===== src/rtl/mem_bus_arbiter.sv =====
// Two-requester (instruction fetch / load-store) arbiter onto one memory port; one outstanding bus transaction.
// Optional feature: define MEM_ARB_TIMEOUT_EN to abort stalled transactions after TIMEOUT_CYCLES cycles.
module mem_bus_arbiter #(
  parameter int unsigned TIMEOUT_CYCLES = 255
) (
  input  logic        clk,
  input  logic        rst,
  input  logic        inst_req,
  input  logic [31:0] inst_addr,
  output logic        inst_ok,
  output logic [31:0] inst_rdata,
  input  logic        data_req,
  input  logic        data_wr,
  input  logic [3:0]  data_be,
  input  logic [31:0] data_addr,
  input  logic [31:0] data_wdata,
  output logic        data_ok,
  output logic [31:0] data_rdata,
  output logic        bus_req,
  output logic        bus_wr,
  output logic [3:0]  bus_be,
  output logic [31:0] bus_addr,
  output logic [31:0] bus_wdata,
  input  logic        bus_addr_ok,
  input  logic        bus_data_ok,
  input  logic [31:0] bus_rdata,
  output logic        busy,
  output logic        timeout_err
);

  typedef enum logic [1:0] {
    ST_IDLE = 2'd0,
    ST_ADDR = 2'd1,
    ST_WAIT = 2'd2
  } state_t;

  localparam logic [31:0] ABORT_RDATA = 32'hDEADBEEF;

  state_t      state_q, state_d;
  logic        owner_q, owner_d;          // 1 = data requester owns the bus
  logic        last_data_q, last_data_d;  // 1 = last completed grant was data
  logic [31:0] addr_q, addr_d;
  logic        wr_q, wr_d;
  logic [3:0]  be_q, be_d;
  logic [31:0] wdata_q, wdata_d;
  logic        bus_req_q, bus_req_d;
  logic        busy_q, busy_d;
  logic        inst_ok_q, inst_ok_d;
  logic        data_ok_q, data_ok_d;
  logic [31:0] inst_rdata_q, inst_rdata_d;
  logic [31:0] data_rdata_q, data_rdata_d;
  logic        timeout_err_q, timeout_err_d;

  logic        inst_pend_s;
  logic        data_pend_s;
  logic        grant_data_s;
  logic        abort_s;

  // A requester still holds req during its own ok cycle; that req is the one just served, so mask it.
  assign inst_pend_s  = inst_req & ~inst_ok_q;
  assign data_pend_s  = data_req & ~data_ok_q;
  assign grant_data_s = data_pend_s & (~inst_pend_s | ~last_data_q);

`ifdef MEM_ARB_TIMEOUT_EN
  localparam logic [31:0] TO_LIMIT = 32'(TIMEOUT_CYCLES);

  logic [31:0] cnt_q, cnt_d;
  logic [31:0] cnt_inc_s;

  assign cnt_inc_s = cnt_q + 32'd1;

  // Stall counter: restarts on grant and on address acceptance, counts cycles without progress.
  always_comb begin
    cnt_d   = cnt_q;
    abort_s = 1'b0;
    case (state_q)
      ST_IDLE: begin
        cnt_d = 32'd0;
      end
      ST_ADDR: begin
        if (bus_addr_ok) begin
          cnt_d = 32'd0;
        end else begin
          cnt_d   = cnt_inc_s;
          abort_s = (cnt_inc_s >= TO_LIMIT);
        end
      end
      ST_WAIT: begin
        if (bus_data_ok) begin
          cnt_d = 32'd0;
        end else begin
          cnt_d   = cnt_inc_s;
          abort_s = (cnt_inc_s >= TO_LIMIT);
        end
      end
      default: begin
        cnt_d = 32'd0;
      end
    endcase
  end

  // Stall counter register.
  always_ff @(posedge clk) begin
    if (rst) begin
      cnt_q <= 32'd0;
    end else begin
      cnt_q <= cnt_d;
    end
  end
`else
  logic unused_cfg_s;

  assign abort_s      = 1'b0;
  assign unused_cfg_s = ^(32'(TIMEOUT_CYCLES));
`endif

  // Next-state, grant latching and completion pulses.
  always_comb begin
    state_d       = state_q;
    owner_d       = owner_q;
    last_data_d   = last_data_q;
    addr_d        = addr_q;
    wr_d          = wr_q;
    be_d          = be_q;
    wdata_d       = wdata_q;
    bus_req_d     = bus_req_q;
    busy_d        = busy_q;
    inst_ok_d     = 1'b0;
    data_ok_d     = 1'b0;
    inst_rdata_d  = inst_rdata_q;
    data_rdata_d  = data_rdata_q;
    timeout_err_d = 1'b0;

    case (state_q)
      ST_IDLE: begin
        if (inst_pend_s | data_pend_s) begin
          owner_d = grant_data_s;
          if (grant_data_s) begin
            addr_d  = data_addr;
            wr_d    = data_wr;
            be_d    = data_be;
            wdata_d = data_wdata;
          end else begin
            addr_d  = inst_addr;
            wr_d    = 1'b0;
            be_d    = 4'b1111;
            wdata_d = 32'd0;
          end
          // A store with no enabled lanes never reaches the bus; acknowledge it directly.
          if (grant_data_s && data_wr && (data_be == 4'b0000)) begin
            data_ok_d   = 1'b1;
            last_data_d = 1'b1;
            state_d     = ST_IDLE;
            bus_req_d   = 1'b0;
            busy_d      = 1'b0;
          end else begin
            state_d   = ST_ADDR;
            bus_req_d = 1'b1;
            busy_d    = 1'b1;
          end
        end else begin
          state_d   = ST_IDLE;
          bus_req_d = 1'b0;
          busy_d    = 1'b0;
        end
      end

      ST_ADDR: begin
        if (bus_addr_ok && bus_data_ok) begin
          state_d     = ST_IDLE;
          bus_req_d   = 1'b0;
          busy_d      = 1'b0;
          last_data_d = owner_q;
          if (owner_q) begin
            data_ok_d    = 1'b1;
            data_rdata_d = bus_rdata;
          end else begin
            inst_ok_d    = 1'b1;
            inst_rdata_d = bus_rdata;
          end
        end else if (bus_addr_ok) begin
          state_d   = ST_WAIT;
          bus_req_d = 1'b0;
        end else if (abort_s) begin
          state_d       = ST_IDLE;
          bus_req_d     = 1'b0;
          busy_d        = 1'b0;
          last_data_d   = owner_q;
          timeout_err_d = 1'b1;
          if (owner_q) begin
            data_ok_d    = 1'b1;
            data_rdata_d = ABORT_RDATA;
          end else begin
            inst_ok_d    = 1'b1;
            inst_rdata_d = ABORT_RDATA;
          end
        end else begin
          state_d = ST_ADDR;
        end
      end

      ST_WAIT: begin
        if (bus_data_ok) begin
          state_d     = ST_IDLE;
          busy_d      = 1'b0;
          last_data_d = owner_q;
          if (owner_q) begin
            data_ok_d    = 1'b1;
            data_rdata_d = bus_rdata;
          end else begin
            inst_ok_d    = 1'b1;
            inst_rdata_d = bus_rdata;
          end
        end else if (abort_s) begin
          state_d       = ST_IDLE;
          busy_d        = 1'b0;
          last_data_d   = owner_q;
          timeout_err_d = 1'b1;
          if (owner_q) begin
            data_ok_d    = 1'b1;
            data_rdata_d = ABORT_RDATA;
          end else begin
            inst_ok_d    = 1'b1;
            inst_rdata_d = ABORT_RDATA;
          end
        end else begin
          state_d = ST_WAIT;
        end
      end

      default: begin
        state_d   = ST_IDLE;
        bus_req_d = 1'b0;
        busy_d    = 1'b0;
      end
    endcase
  end

  // State, latched request fields and registered outputs.
  always_ff @(posedge clk) begin
    if (rst) begin
      state_q       <= ST_IDLE;
      owner_q       <= 1'b0;
      last_data_q   <= 1'b0;
      addr_q        <= 32'd0;
      wr_q          <= 1'b0;
      be_q          <= 4'b0000;
      wdata_q       <= 32'd0;
      bus_req_q     <= 1'b0;
      busy_q        <= 1'b0;
      inst_ok_q     <= 1'b0;
      data_ok_q     <= 1'b0;
      inst_rdata_q  <= 32'd0;
      data_rdata_q  <= 32'd0;
      timeout_err_q <= 1'b0;
    end else begin
      state_q       <= state_d;
      owner_q       <= owner_d;
      last_data_q   <= last_data_d;
      addr_q        <= addr_d;
      wr_q          <= wr_d;
      be_q          <= be_d;
      wdata_q       <= wdata_d;
      bus_req_q     <= bus_req_d;
      busy_q        <= busy_d;
      inst_ok_q     <= inst_ok_d;
      data_ok_q     <= data_ok_d;
      inst_rdata_q  <= inst_rdata_d;
      data_rdata_q  <= data_rdata_d;
      timeout_err_q <= timeout_err_d;
    end
  end

  assign inst_ok     = inst_ok_q;
  assign inst_rdata  = inst_rdata_q;
  assign data_ok     = data_ok_q;
  assign data_rdata  = data_rdata_q;
  assign bus_req     = bus_req_q;
  assign bus_wr      = wr_q;
  assign bus_be      = be_q;
  assign bus_addr    = addr_q;
  assign bus_wdata   = wdata_q;
  assign busy        = busy_q;
  assign timeout_err = timeout_err_q;

endmodule


===== config.mk =====
export PLATFORM = sky130hd
export DESIGN_NAME = mem_bus_arbiter
export DESIGN_NICKNAME = d
export VERILOG_FILES = /design/src/rtl/mem_bus_arbiter.sv
export SDC_FILE = /design/constraint.sdc
export NUM_CORES = 1
export LEC_CHECK = 0
export BUFFER_PORTS_ARGS = -buffer_cell sky130_fd_sc_hd__buf_2
export CAP_MARGIN = 20
export CORE_ASPECT_RATIO = 1.2
export CORE_MARGIN = 5
export CORE_UTILIZATION = 30
export CTS_BUF_LIST = sky130_fd_sc_hd__clkbuf_2 sky130_fd_sc_hd__clkbuf_4 sky130_fd_sc_hd__clkbuf_8
export DETAILED_ROUTE_END_ITERATION = 7
export PLACE_DENSITY = 0.66
export SLEW_MARGIN = 20
export SYNTH_ARGS = -nofsm -noshare
export SYNTH_HDL_FRONTEND = slang
export SYNTH_SLANG_ARGS = --single-unit

===== constraint.sdc =====
create_clock -name clk -period 3.5 [get_ports clk]
set_clock_uncertainty 0.15 [all_clocks]
set_input_delay 0 -clock clk [delete_from_list [all_inputs] [get_ports clk]]
set_output_delay 0 -clock clk [all_outputs]
set_load 0.05 [all_outputs]

After elaboration in Yosys (flattened, before gate mapping)
Index checks and enable logic that the tools add are counted.
{"block": "word_totals", "regBits": 141, "latchBits": 0, "mem_bits_rw": 0, "rom_bits": 0, "wordCells": 83, "memories": 0}
{"block": "op_classes", "add_sub_neg": 0, "multipliers": 0, "div": 0, "magnitude_cmp": 0, "eq_ne": 7, "n_shift": 0, "mux": 41, "bitwise_logic": 10, "n_reduce_logical": 12}
{"cell": "$mux 32", "n": 8}
{"cell": "$pmux 32 s2", "n": 2}
{"cell": "$mux 1", "n": 20}
{"cell": "$pmux 1 s3", "n": 4}
{"cell": "$mux 2", "n": 4}
{"cell": "$ne 2x2->1 const B", "n": 4}
{"cell": "$pmux 2 s3", "n": 1}
{"cell": "$reduce_and 2->1", "n": 3}
{"cell": "$not 1->1", "n": 5}
{"cell": "$reduce_and 5->1", "n": 1}
{"cell": "$logic_not 4->1", "n": 1}
{"cell": "$mux 4", "n": 1}
{"cell": "$and 1x1->1", "n": 3}
{"cell": "$logic_and 1x1->1", "n": 3}
{"cell": "$ne 3x3->1 const B", "n": 1}
{"cell": "$reduce_and 3->1", "n": 1}
{"cell": "$reduce_bool 3->1", "n": 1}
{"cell": "$eq 2x1->1 const B", "n": 1}
{"cell": "$eq 2x2->1 const B", "n": 1}
{"cell": "$logic_not 2->1", "n": 1}
{"cell": "$or 1x1->1", "n": 2}
{"cell": "$pmux 1 s2", "n": 1}
{"cell": "$reduce_bool 2->1", "n": 1}

Longest topological paths before layout
{"block": "logic_depth", "word_depth": 10, "mapped_depth": 8, "mapped_depth_nobuf": 6}

Worst setup path after synthesis
Ideal clock, no wire load.
{"block": "synth_path", "path_type": "register -> register", "from": "register inst_ok_q, in the netlist inst_ok", "to": "register addr_q[21], in the netlist bus_addr[21]", "setup_ns": 0.080, "arrival_ns": 1.609, "required_time_ns": 3.270, "slack_ns": 1.661, "path_stages_with_launch": 7, "n_path_buf": 2, "cell_sequence": "dfxtp_1 -> and3b_1 -> nand2b_1 -> buf_6 -> buf_8 -> mux2i_1 -> a211oi_2"}
{"block": "synth_between", "elab_chain_len": 6, "elab_cells_between_ends": 8}
{"item": "start: declaration", "line": "48", "source": "logic inst_ok_q, inst_ok_d;"}
{"item": "start signal: assignment", "line": "266", "source": "inst_ok_q <= inst_ok_d;"}
{"item": "$not 1->1 *", "line": "60", "source": "assign inst_pend_s = inst_req & ~inst_ok_q;"}
{"item": "$and 1x1->1 *", "line": "60"}
{"item": "$not 1->1", "line": "62", "source": "assign grant_data_s = data_pend_s & (~inst_pend_s | ~last_data_q);"}
{"item": "$or 1x1->1", "line": "62"}
{"item": "$and 1x1->1", "line": "62"}
{"item": "$mux 32", "line": "138", "source": "if (grant_data_s) begin"}
{"item": "end signal: assignment", "line": "260", "source": "addr_q <= addr_d;"}
{"item": "end: declaration", "line": "42", "source": "logic [31:0] addr_q, addr_d;"}
Mark *: on every way between the ends. The rest lies on a longest branch, timed or not.
A chain may end at the register's enable or synchronous reset.

Worst setup path in the final report
{"block": "layout_path", "from": "register inst_ok_q, in the netlist inst_ok", "to": "register addr_q[27], in the netlist bus_addr[27]"}
Same word-level chain as after synthesis.

==> flow_summary.json <==
{
  "ir_worst_vdd_uv": 193,
  "dp_slack_ns": 1.30,
  "worst_ep_required_time_ns": 3.62,
  "place_congestion": 0.773,
  "start_util": 0.305,
  "min_path_type": "primary input to register",
  "critPathCapture": "bus_addr[27]",
  "vias": 5756,
  "antenna_left": 0,
  "cts_resized": 0,
  "final_cell_area_mm2": 0.00871,
  "fp.dieW_um": 132,
  "yosysTopAreaCell": "dfxtp_1",
  "htreeDepth": 4,
  "overflow": 0,
  "total_power_w": 0.00437,
  "drt-initial-drc-count": 231,
  "route.detailed.drc": 0,
  "yosys.area.top_type_share": 0.527,
  "rsz0062_at_grt": "false",
  "final_layout_size_suffix_gt1_frac": 0.326,
  "setup_slack_ns": 0.681,
  "seq_area_frac_synth": 0.527,
  "cts_setup_buffers": 0,
  "relSlewSlack": 0.359,
  "synthTopCellsByArea": "dfxtp_1 53%, nand2_1 9.0%, a21oi_1 6.2%",
  "area_growth_pct": 62.5,
  "power_density_mw_per_mm2": 502,
  "critPathLaunch": "inst_ok",
  "maxCapViolCount": 0,
  "cts-root-buf": "clkbuf_8",
  "rr_startpoint": "inst_ok",
  "cp-start-kind": "register",
  "drt-pass1-iter-count": 4,
  "crit_arrival_ns": 2.94,
  "core.rowCount": 53,
  "syn_avg_cell_area_um2": 8.87,
  "power_leakage_nw": 4.05,
  "path_clk_slew_ns": 0.07,
  "grt.total_usage": 0.179,
  "status": "complete, no violations",
  "wl_mm": 18.8,
  "setup_tns_ns": 0,
  "antenna_found_initial": 1,
  "die_h_um": 156,
  "timing.fmax_mhz": 355,
  "grt_pass1_wl_mm": 29.9,
  "cts_buffers": 17,
  "hold_violations": 0,
  "dp_hpwl_mm": 11.5,
  "port_buffers": 275,
  "nFillCells": 1615,
  "clkSinkCount": 141,
  "worst-r2r-setup-slack_ns": 0.68,
  "io_pins": 277,
  "syn_inst": 604,
  "dp_cells": 1059,
  "worstMarginPinSlew_ns": 0.962,
  "clk_path_buf_depth": 2,
  "period_needed_ns": 2.82,
  "r2r_end": "bus_addr[27]",
  "clk-insertion-delay-late_ns": 0.44,
  "critical_path_class": "register to register",
  "synth_cell_type_count": 36,
  "placed_area_mm2": 0.00685,
  "netlist_area_mm2": 0.00536,
  "cts_tree": "yes",
  "end_kind": "register",
  "grt_pass1_vias": 5983,
  "ys_ff_latch": 141,
  "slew_violations": 0,
  "r2r_cells": 6,
  "finalSetupViolCount": 0,
  "dieArea_mm2": 0.0207,
  "grt_max_degree": 87,
  "syn_nets": 747,
  "stdcell_count": 1235,
  "finalNetCount": 1143,
  "vias_per_cell": 4.66,
  "period_share": 0.806,
  "routedWlPerCell_um": 15.2,
  "core-area_mm2": 0.0176,
  "synth-warning-count": 0,
  "cp_max_fo": 27
}
[routing by layer]
layer | vias to the layer above | routed length, um | GRT usage
met4 | 0 | 582 | 0.0833
li1 | 2845 | - | -
met3 | 45 | 1250 | 0.0601
met5 | - | 0 | 0
met2 | 214 | 9660 | 0.324
met1 | 2652 | 7310 | 0.187
[flip-flops by register name (all words and copies together) (netlist names), 2 cells and up]
name,count
bus_be,4
state_q,2
data_rdata,32
bus_wdata,32
inst_rdata,32
bus_addr,32
[cell families after synthesis]
| group | after synthesis | share of synthesized area |
|---|---|---|
| and+or+nand+nor | 230 | 0.177 |
| DFF | 141 | 0.527 |
| adders and majority gates | 4 | 0.00934 |
| buffers and inverters | 53 | 0.0502 |
| AOI/OAI and AO/OA | 141 | 0.172 |
| other | 1 | 0.000700 |
| muxes | 34 | 0.0637 |
[how the worst min path moves through the flow]
stage | to | startpoint | depth (start not counted) | slack, ns
2_1_floorplan | state_q[1] | bus_data_ok | 1 | -0.07
3_3_place_gp | bus_wdata[28] | data_wdata[28] | 3 | 0.08
3_5_place_dp | bus_wdata[10] | data_wdata[10] | 3 | 0.09
4_1_cts | data_ok | inst_req | 5 | 0.05
5_1_grt | data_ok | inst_req | 5 | 0.09
6_report | data_ok | inst_req | 5 | 0.1
[metrics by stage]
| stage | hold WS [ns] | utilization |
|---|---|---|
| after floorplan | -0.0715 | - |
| after global placement | 0.0826 | 0.390 |
| after detailed placement | 0.0929 | 0.390 |
| after CTS | 0.0501 | 0.495 |
| after global routing | 0.0934 | 0.495 |
| final | 0.0974 | 0.496 |
[Yosys cell counts, drive strengths merged]
cell and instances:
and3 1, and3b 2, nand4b 1, or3 1
nor2 70, dfxtp 141, inv 2, buf 28
o31ai 2, a21oi 66, a211oi 34, clkbuf 23
or2 1, nor2b 3, nand3b 2, nor4 2
o21ai 2, a22oi 33, ha 4, o21a 2
a21boi 1, mux2i 33, nand2b 6, nand3 1
o2111ai 1, nand2 129, nor3 11, conb 1
mux2 1
[critical path, cell delays in order, from the launching register on]
cell,delay [ns]
dfxtp_1,0.32
and3b_1,0.23
nand2b_2,0.72
buf_4,0.33
mux2i_1,0.23
dlygate4sd3_1,0.59
a211oi_1,0.08
[power breakdown]
part	total (W)	switching, W	internal [W]
logic	0.00117	0.000771	0.000399
registers	0.00179	0.0000630	0.00172
clock network	0.00141	0.000626	0.000788
[layout by cell type, fill, tap and decap left out, types with 2 or more instances in the layout]
master and n:
clkbuf_8 21, bufinv_16 3, nor2b_1 2, inv_1 2
clkinv_2 2, nor4_1 2, diode_2 3, buf_4 12
buf_2 274, a211oi_2 7, nand3b_1 2, o31ai_1 2
ha_1 4, a21oi_1 66, nor2_1 70, a211oi_1 27
dfxtp_1 141, clkinv_4 2, mux2i_1 33, dlygate4sd3_1 142
a22oi_1 33, nor3_1 10, nand2_1 129, nand2b_1 5
and3b_1 2
[layout make-up]
class,count,area (um2),share of cell area
Antenna cell,3,7.51,0.000862
Inverter,2,7.51,0.000862
Multi-Input combinational cell,410,2280,0.262
Clock buffer,22,297,0.0341
Tap cell,220,275,0.0316
Timing Repair Buffer,428,2880,0.331
Sequential cell,141,2820,0.324
Clock inverter,9,134,0.0154
[timing repair]
action / CTS / global route
endpoints found under the setup margin: 0 / 0
hold endpoints to repair: 141 / 0
hold buffers: 142 / 0
No activity file was read; power rests on OpenSTA's default activity.
